[config.mk]
export PLATFORM = sky130hd
export DESIGN_NAME = cache_fill_fsm
export DESIGN_NICKNAME = d
export VERILOG_FILES = /design/src/rtl/cache_fill_fsm_pkg.sv /design/src/rtl/cache_fill_fsm_counter.sv /design/src/rtl/cache_fill_fsm.sv
export SDC_FILE = /design/constraint.sdc
export NUM_CORES = 1
export LEC_CHECK = 0
export ABC_AREA = 0
export CAP_MARGIN = 10
export CORE_MARGIN = 4
export CORE_UTILIZATION = 33
export DETAILED_ROUTE_END_ITERATION = 8
export GPL_ROUTABILITY_DRIVEN = 0
export PLACE_DENSITY = 0.75
export RECOVER_POWER = 25
export SLEW_MARGIN = 25
export SYNTH_ARGS = -nofsm -noshare
export SYNTH_HDL_FRONTEND = slang
export SYNTH_SLANG_ARGS = --single-unit
[constraint.sdc]
create_clock -name clk -period 1.2 [get_ports clk]
set_input_delay 0.12 -clock clk [delete_from_list [all_inputs] [get_ports clk]]
set_output_delay 0.12 -clock clk [all_outputs]
set_load 0.02 [all_outputs]
[src/rtl/cache_fill_fsm_pkg.sv]
// Shared definitions for the cache block fill controller.
//   state_t     : fill controller state encoding (IDLE=0, FILL=1)
//   BLOCK_WORDS : 16-bit words per cache block
//   WORD_OFF_W  : width of the word offset within a block
//   CNT_W       : width of the request/receive counters (range 0..BLOCK_WORDS)
package cache_fill_fsm_pkg;

  typedef enum logic {
    IDLE = 1'b0,
    FILL = 1'b1
  } state_t;

  localparam int unsigned BLOCK_WORDS = 8;
  localparam int unsigned WORD_OFF_W  = 3;
  localparam int unsigned CNT_W       = 4;

endpackage

[src/rtl/cache_fill_fsm_counter.sv]
// Saturating up-counter used to track issued requests and received words.
//   clk, rst : clock, asynchronous active-high reset
//   clr      : synchronous clear to zero (wins over inc)
//   inc      : increment enable; the count holds once it reaches MAX_VAL
//   cnt      : current count
module fill_counter #(
  parameter logic [cache_fill_fsm_pkg::CNT_W-1:0] MAX_VAL = 4'd8
) (
  input  logic                                  clk,
  input  logic                                  rst,
  input  logic                                  clr,
  input  logic                                  inc,
  output logic [cache_fill_fsm_pkg::CNT_W-1:0]  cnt
);

  logic [cache_fill_fsm_pkg::CNT_W-1:0] cnt_q, cnt_d;

  always_comb begin
    cnt_d = cnt_q;
    if (clr) begin
      cnt_d = '0;
    end else if (inc && (cnt_q < MAX_VAL)) begin
      cnt_d = cnt_q + 1'b1;
    end
  end

  always_ff @(posedge clk or posedge rst) begin
    if (rst) begin
      cnt_q <= '0;
    end else begin
      cnt_q <= cnt_d;
    end
  end

  assign cnt = cnt_q;

endmodule

[src/rtl/cache_fill_fsm.sv]
// Cache miss block-fill controller. On a miss it requests every word of the
// missing block from pipelined main memory, writes each returned word into
// the data array, and pulses the tag write alongside the last word.
//   clk, rst          : clock, asynchronous active-high reset
//   miss_detected     : lookup missed; held by the requester until fsm_busy falls
//   miss_address      : byte address of the missed access
//   memory_data       : word returned by memory (routed to the data array externally)
//   memory_data_valid : memory_data is valid this cycle
//   fsm_busy          : fill in progress (registered state only)
//   memory_read_en    : read request at memory_address this cycle
//   memory_address    : word-aligned request address
//   write_data_array  : write memory_data at data_word_idx this cycle
//   data_word_idx     : word offset of the current data write
//   write_tag_array   : one-cycle tag/valid write for the filled block
module cache_fill_fsm #(
  parameter int unsigned BLOCK_WORDS = 8,
  parameter int unsigned ADDR_W      = 16
) (
  input  logic                                       clk,
  input  logic                                       rst,
  input  logic                                       miss_detected,
  input  logic [ADDR_W-1:0]                          miss_address,
  input  logic [15:0]                                memory_data,
  input  logic                                       memory_data_valid,
  output logic                                       fsm_busy,
  output logic                                       memory_read_en,
  output logic [ADDR_W-1:0]                          memory_address,
  output logic                                       write_data_array,
  output logic [cache_fill_fsm_pkg::WORD_OFF_W-1:0]  data_word_idx,
  output logic                                       write_tag_array
);

  import cache_fill_fsm_pkg::*;

  // Byte offset within a block: word offset plus the byte-in-word bit.
  localparam int unsigned           OFF_W    = WORD_OFF_W + 1;
  localparam int unsigned           BASE_W   = ADDR_W - OFF_W;
  localparam logic [CNT_W-1:0]      CNT_MAX  = CNT_W'(BLOCK_WORDS);
  localparam logic [CNT_W-1:0]      CNT_LAST = CNT_W'(BLOCK_WORDS - 1);

  state_t              state_q, state_d;
  logic [BASE_W-1:0]   base_q, base_d;
  logic [CNT_W-1:0]    req_cnt, recv_cnt;
  logic                cnt_clr, req_inc, recv_inc;

  // Data passes straight to the data array; the low address bits select
  // within the block and are irrelevant to the fill.
  logic unused_inputs;
  assign unused_inputs = ^{memory_data, miss_address[OFF_W-1:0]};

  fill_counter #(.MAX_VAL(CNT_MAX)) u_req_cnt (
    .clk (clk),
    .rst (rst),
    .clr (cnt_clr),
    .inc (req_inc),
    .cnt (req_cnt)
  );

  fill_counter #(.MAX_VAL(CNT_MAX)) u_recv_cnt (
    .clk (clk),
    .rst (rst),
    .clr (cnt_clr),
    .inc (recv_inc),
    .cnt (recv_cnt)
  );

  always_comb begin
    state_d          = state_q;
    base_d           = base_q;
    cnt_clr          = 1'b0;
    req_inc          = 1'b0;
    recv_inc         = 1'b0;
    fsm_busy         = 1'b0;
    memory_read_en   = 1'b0;
    memory_address   = '0;
    write_data_array = 1'b0;
    data_word_idx    = '0;
    write_tag_array  = 1'b0;

    case (state_q)
      IDLE: begin
        if (miss_detected) begin
          state_d = FILL;
          base_d  = miss_address[ADDR_W-1:OFF_W];
          cnt_clr = 1'b1;
        end
      end

      FILL: begin
        fsm_busy = 1'b1;
        if (req_cnt < CNT_MAX) begin
          memory_read_en = 1'b1;
          memory_address = {base_q, req_cnt[WORD_OFF_W-1:0], 1'b0};
          req_inc        = 1'b1;
        end
        // Returns are in request order, so the receive count is the word index.
        if (memory_data_valid && (recv_cnt < CNT_MAX)) begin
          write_data_array = 1'b1;
          data_word_idx    = recv_cnt[WORD_OFF_W-1:0];
          recv_inc         = 1'b1;
          if (recv_cnt == CNT_LAST) begin
            write_tag_array = 1'b1;
            state_d         = IDLE;
          end
        end
      end

      default: state_d = IDLE;
    endcase
  end

  always_ff @(posedge clk or posedge rst) begin
    if (rst) begin
      state_q <= IDLE;
      base_q  <= '0;
    end else begin
      state_q <= state_d;
      base_q  <= base_d;
    end
  end

endmodule

======== Word-level counts from Yosys, hierarchy flattened ========
Cells that the tools add are included.
cells by class
  equality and inequality tests ........... 1
  bitwise operators ....................... 1
  magnitude comparators ................... 2
  multiplexer cells ....................... 21
  add/subtract/negate cells ............... 2
  reductions and logical operators ........ 6
operators by type and width
  cell                                                count
  two-way mux 16 bit                                  2
  two-way mux 4 bit                                   4
  two-way mux 1 bit                                   12
  adder 4 x 1 -> 4 bit (second input constant)        2
  less-than comparator 4 bit (second input constant)  2
  two-way mux 3 bit                                   2
  == test 4 x 3 -> 1 bit (second input constant)      1
  nonzero test 2 bit                                  2
  logical AND 1 bit                                   3
  one-hot mux 1 bit (2 select lines)                  1
  AND reduction 2 bit                                 1
  inverter 1 bit                                      1
storage, ports and cells
  register bits ........................... 21
  bits of input ports ..................... 36
  output and inout port bits .............. 23
  word-level logic and storage cells ...... 37

======== Longest topological paths before layout ========
Gate-level depths: netlist (run 1).
  word-level depth ........................ 7
  gate-level depth with buffers ........... 5
  depth with buffers taken out ............ 3

======== By module ========
From an unflattened synthesis (run 1), not the netlist that was laid out.
second synthesis, totals
  cell total of the unflattened synthesis .. 87
  area, all modules ....................... 1084.8 um2
modules (own cells, without submodules)
  module          cells an instance  instances  area an instance (um2)  seq. area each (um2)
  cache_fill_fsm  55                 1          706.9                   325.3
  fill_counter    16                 2          188.9                   100.1

======== Least setup slack after synthesis (run 1) ========
Ideal clock, no wire load.
  path kind ............................... register to register
  from .................................... reg state_q
  to ...................................... reg u_recv_cnt.cnt_q, in the netlist u_recv_cnt.cnt[3]
  arrival time ............................ 1.258 ns
  slack ................................... -0.180 ns
  path buffers ............................ 1
  library setup time ...................... 0.122 ns
  required time ........................... 1.078 ns
  stages on the path, launching flop included .. 5
  clock period less this slack ............ 1.380 ns
  path through ............................ dfrtp_1 -> and3b_1 -> buf_6 -> and2_4 -> a32o_1
on the way
  word-level cells in the longest chain between the ends .. 3
  elaborated cells between the ends (all ways) .. 5
  classes of those cells .................. mux (3); reduce/logical (2)
ends and longest elaborated chain
  item                                 line                          RTL
  start: declaration                   cache_fill_fsm.sv:41          state_t state_q, state_d;
  start signal: assignment             cache_fill_fsm.sv:117         state_q <= state_d;
  two-way mux 1 bit                    --
  net write_data_array                 cache_fill_fsm.sv:28          output logic write_data_array,
  logical AND 1 bit                    cache_fill_fsm_counter.sv:22  end else if (inc && (cnt_q < MAX_VAL)) begin
  nonzero test 2 bit (no source line)  --
  end signal: assignment               cache_fill_fsm_counter.sv:31  cnt_q <= cnt_d;
  end: declaration                     cache_fill_fsm_counter.sv:16  logic [cache_fill_fsm_pkg::CNT_W-1:0] cnt_q, cnt_d;
The timed path passes the listed nets, and every way through them passes these cells.
A chain may end at the register's enable or synchronous reset.

======== Worst setup path after layout (run 1) ========
  from .................................... reg state_q
  to ...................................... out memory_address[10]
on the way
  word-level cells in the longest chain between the ends .. 1
ends and longest elaborated chain
  item                line                  RTL
  two-way mux 16 bit  cache_fill_fsm.sv:80  case (state_q)
  end: declaration    cache_fill_fsm.sv:27  output logic [ADDR_W-1:0] memory_address,
Every way passes these cells.

==> results.yml, run 1 <==
outcome:
  status: "finished with violations"
  failed_checks: "negative setup slack"
route:
  drc: 0
  drtPass1Iterations: 4
  wl_um: 2680
  via_per_inst: 4.65
  first_iter_violations: 19
  postRouteAntennaNets: 0
  wl_per_cell_um: 13.6
  vias: 916
clock_network:
  clockBufferDepth: 2
  clockRootBuffer: "clkbuf_4"
  clk_pin_slew_ps: 120
  numCtsBuffers: 3
  cts_tree: "built"
  numClockSinks: 21
  clk_latency_ps: 300
  htree_levels: 1
cells_and_area:
  area_growth_pct: 66.0
  final_area_um2: 1660
  final_nets: 205
  drive_gt1_frac: 0.428
  utilization: 0.588
  regArea_um2: 527
  final_common_cell: "nand2_1"
  multi_input_area_um2: 503
  num_antenna_cells: 0
  final_cell_mix: "44 x nand2_1, 27 x buf_6, 20 x dfrtp_1"
  fillCellCount: 243
pwr:
  total_power_w: 0.00395
  leakagePower_nw: 0.872
  ir_drop_v: 0.000987
  p_per_area_nw_per_um2: 2380
timing:
  fin_worst_skew_ps: 1.69
  setup_ws_ps: -248
  rsz0062_at_grt: "yes"
  min_period_ps: 1450
  drv_slew: 0
  clock.fmax_ghz: 0.690
  setup_viol: 21
  slew_headroom: 0.650
  timing.final.crit_share: 1.21
  tightest_slew_ps: 525
  hold_viol_final: 0
global_routing:
  grt_max_degree: 22
  grt_pass1_wl_um: 4280
  overflow: 0
  track_usage: 0.135
  grt_pass1_vias: 928
  antenna_found_initial: 0
synthesis:
  async_reset_ff_frac: 1.00
  ys.warnings.count: 0
  synth_cell_type_count: 20
  ys_seq_area_frac: 0.524
  synth_edf_count: 0
  ys_ff_latch: 21
  syn_nets: 150
  syn_inst: 112
  synth.avg_cell_area_um2: 8.95
  ys.flop_type: "dfrtp_1"
  synthesis.area_um2: 1000
worst_setup_path:
  critPathCaptureType: "output port"
  path_buf_inv: 2
  critPathKind: "flip-flop to output port"
  path_cells: "nor2b_4, buf_4, and2_4, buf_6"
  crit_slowest_cell: "dfrtp_2"
  cp_max_fo: 4
  crit_arrival_ps: 1330
  slowest_delay_ps: 410
  crit_required_ps: 1080
  start_kind: "flip-flop"
  critPathTopFamily: "flip-flops"
floorplanning:
  coreArea_um2: 2830
  fp.dieH_um: 63.1
  die_w_um: 63.1
  row_count: 19
  die_area_um2: 3980
  start_util: 0.354
  io_pins: 59
placed_design:
  dpl-instance-area_um2: 1500
  dp_hpwl_um: 1890
  port_buffers: 37
hold_path:
  hp-class: "input pin to flip-flop"
flow_run:
  maxCapViolCount: 0
## flip-flops by register name, indices dropped and copies added (netlist names)
register / cells
base_q: 12
state_q: 1
u_recv_cnt.cnt: 4
u_req_cnt.cnt: 4
## cells in the mapped netlist (all sizes together), types with 2 or more instances
master,n,area share
dfrtp,21,0.52
buf,7,0.044
and2,18,0.11
nor2,4,0.015
ha,2,0.025
o21ai,2,0.010
nor2b,2,0.012
mux2i,3,0.030
nand2,45,0.17
## metal layers
metal	wire [um]	global-route usage
met1	1020	0.143
met2	1530	0.267
met3	102	0.0178
met4	27	0.0496
met5	0	0
## per-stage QoR
step | instances | hold slack (ps) | setup WS [ps] | setup TNS [ps]
6_report | 197 | 338 | -248 | -4860
5_1_grt | 197 | 317 | -308 | -6110
4_1_cts | 195 | 132 | -240 | -4750
3_5_place_dp | 190 | 453 | -572 | -9370
3_3_place_gp | 190 | 450 | -531 | -9420
2_1_floorplan | 112 | 96.5 | -94.0 | -106
## cell type report
cell class,count,share of cell area
clock buffers,3,0.0135
clock inverters,1,0.00301
inverters,1,0.00226
multi-input cells,83,0.302
flip-flops and latches,21,0.317
well taps,31,0.0233
repair buffers,57,0.339
## where the power goes
group	internal, W	leakage, nW	switching, W
clock	0.000124	0.0177	0.000222
sequential	0.00104	0.253	0.000188
combinational	0.00131	0.601	0.00107
total	0.00248	0.872	0.00148
## worst paths after layout
| kind | slack, ps | to | from | depth (start not counted) |
|---|---|---|---|---|
| worst max-delay path | -250 | memory_address[10] | state_q | 4 |
| worst min-delay path | 340 | base_q[8] | miss_address[12] | 3 |
| worst max register to register | 40 | u_recv_cnt.cnt[3] | state_q | 3 |
| worst min register to register | 490 | base_q[1] | base_q[1] | 2 |
| max in group asynchronous | 470 | state_q | rst | 3 |
| min in group asynchronous | 350 | base_q[9] | rst | 3 |
## repair_timing
| item | 4_1_cts | 5_1_grt |
|---|---|---|
| setup endpoints to repair | 33 | 28 |
| buffers inserted | 1 | 3 |
| resized for setup | 147 | 18 |
| gates cloned | 0 | 1 |
| hold buffers | 0 | 0 |
| pin swaps | 9 | 8 |
## worst register-to-register path: stages, from the launching register on
cell and delay, ps:
dfrtp_2 450, and3b_2 250, and2_4 160, a32o_1 210
## kinds of logic (layout without fill, tap and decap cells)
| logic type | Yosys count | in the layout | synth area share |
|---|---|---|---|
| flops | 21 | 21 | 0.524 |
| compound gates | 4 | 4 | 0.0287 |
| mux | 3 | 3 | 0.0300 |
| xor+xnor | 1 | 1 | 0.00874 |
| buf+inv | 8 | 62 | 0.0474 |
| fa+ha+maj | 2 | 2 | 0.0250 |
| simple gates | 72 | 72 | 0.332 |
| other cells | 1 | 1 | 0.00374 |
Power figures use the tool's default switching activity.
==> run 2: changes to the inputs <==
- CELL_PAD_IN_SITES_DETAIL_PLACEMENT: default -> 0
- CELL_PAD_IN_SITES_GLOBAL_PLACEMENT: default -> 2
- CORE_UTILIZATION: 33 -> 18
- PLACE_DENSITY: 0.75 -> default
- PLACE_DENSITY_LB_ADDON: default -> 0.1
==> run 2 against run 1 <==
Effect of this change:
- the flow still finishes with violations (negative setup slack)
- sequential share of layout area fell by 1.0 points
- total power grew 0.36%
- first-iteration DRC count shrank 37%
- flip-flop and latch count stayed put
- global-route usage decreased by 5.2 points
- count of clock-buffer cells in the layout grew 1
- clock skew is 3.9 ps higher
- setup slack improved by 76 ps
==> results.yml, run 2 (synthesized netlist as in run 1, its figures left out) <==
outcome:
  status: "finished with violations"
  failed_checks: "negative setup slack"
timing:
  finalSetupTns_ps: -3050
  rsz0062_at_grt: "yes"
  setup_ws_ps: -172
  tightest_slew_ps: 552
  min_period_ps: 1370
  timing.final.crit_share: 1.14
  hold_slack_ps: 387
  drv_slew: 0
  hold_viol_final: 0
  slew_headroom: 0.632
  setup_viol: 21
  clock.fmax_ghz: 0.729
  fin_worst_skew_ps: 5.55
floorplanning:
  die_area_um2: 6830
  coreArea_um2: 5240
  start_util: 0.191
  io_pins: 59
  row_count: 26
  die_w_um: 82.6
  fp.dieH_um: 82.6
pwr:
  p_per_area_nw_per_um2: 2310
  leakagePower_nw: 0.875
  ir_drop_v: 0.000733
clock_network:
  clk_pin_slew_ps: 80
  cts_tree: "built"
  clockBufferDepth: 2
  numCtsBuffers: 3
  numClockSinks: 21
  clk_latency_ps: 260
  htree_levels: 1
  hold_buffers: 0
  clockRootBuffer: "clkbuf_8"
cells_and_area:
  utilization: 0.328
  fillCellCount: 560
  regArea_um2: 527
  final_nets: 207
  area_growth_pct: 71.7
  regMostFlops: "base_q"
  multi_input_area_um2: 490
  final_area_um2: 1720
  final_cells: 238
  final_cell_mix: "44 x nand2_1, 25 x buf_6, 20 x dfrtp_1"
  num_antenna_cells: 0
  largest_reg_flops: 12
  drive_gt1_frac: 0.411
  final_common_cell: "nand2_1"
worst_setup_path:
  path_cells: "and3b_2, and3_4, buf_6"
  path_buf_inv: 1
  r2r-start: "state_q"
  cp_max_fo: 6
  slowest_delay_ps: 380
  cp-startpoint: "u_recv_cnt.cnt[3]"
  critPathCaptureType: "output port"
  critPathTopFamily: "simple AND/OR/NAND/NOR gates"
  crit_required_ps: 1080
  critPathKind: "flip-flop to output port"
  crit_arrival_ps: 1250
  crit_slowest_cell: "dfrtp_1"
  start_kind: "flip-flop"
route:
  first_iter_violations: 12
  via_per_inst: 3.70
  drtPass1Iterations: 2
  postRouteAntennaNets: 0
  wl_per_cell_um: 11.2
  vias: 880
  drc: 0
  wl_um: 2680
global_routing:
  grt_pass1_vias: 902
  antenna_found_initial: 0
  track_usage: 0.0835
  grt_max_degree: 22
  grt_pass1_wl_um: 4220
  overflow: 0
hold_path:
  hold_path.startpoint: "miss_address[5]"
  hp-class: "input pin to flip-flop"
placed_design:
  port_buffers: 37
  post-place-cells: 230
  dpl-instance-area_um2: 1550
  dp_hpwl_um: 1970
flow_run:
  maxCapViolCount: 0
[run 2: cell count changes in the layout (fill, tap and decap cells not counted), sizes merged]
cell and delta:
buf +2, clkbuf +1, clkinv -1
[run 2: final cells by class]
| cell class | instances | share of cell area |
|---|---|---|
| repair buffers | 59 | 0.329 |
| flip-flops and latches | 21 | 0.306 |
| multi-input cells | 83 | 0.285 |
| well taps | 70 | 0.0509 |
| clock buffers | 4 | 0.0262 |
| inverters | 1 | 0.00218 |
[run 2: report_power, final]
part / switching, W / leakage, nW / internal, W
registers: 0.000183 / 0.253 / 0.00104
clock network: 0.000232 / 0.0228 / 0.000236
logic: 0.000998 / 0.599 / 0.00128
[run 2: tightest hold or removal path: stages]
cell and delay, ps:
clkdlybuf4s50_1 400, nand2_1 50, nand2_1 40
[run 2: metal layers]
metal,up-vias,share of wire,GRT usage
li1,455,-,-
met1,402,0.45,0.103
met2,21,0.48,0.137
met3,2,0.056,0.0293
met4,0,0.011,0.0245
met5,-,0,0
[run 2: final timing paths]
kind / endpoint / slack (ps) / depth (start not counted)
hold reg to reg: base_q[1] / 480 / 2
setup / recovery: write_tag_array / -170 / 3
setup reg to reg: u_recv_cnt.cnt[3] / 30 / 3
max in group asynchronous: state_q / 390 / 3
min in group asynchronous: base_q[3] / 420 / 3
hold / removal: base_q[1] / 390 / 3
[run 2: what timing repair did]
action                     CTS  global route
setup buffers                2             2
resized for setup          152             3
setup endpoints to repair   38            24
pin swaps                   16             1
cloned                       0             0
[run 2: per-stage QoR]
step / power (W) / setup WS (ps)
2_1_floorplan: 0.00221 / -94.0
6_report: 0.00397 / -172
4_1_cts: 0.00397 / -184
3_3_place_gp: 0.00312 / -603
3_5_place_dp: 0.00314 / -609
5_1_grt: 0.00429 / -220
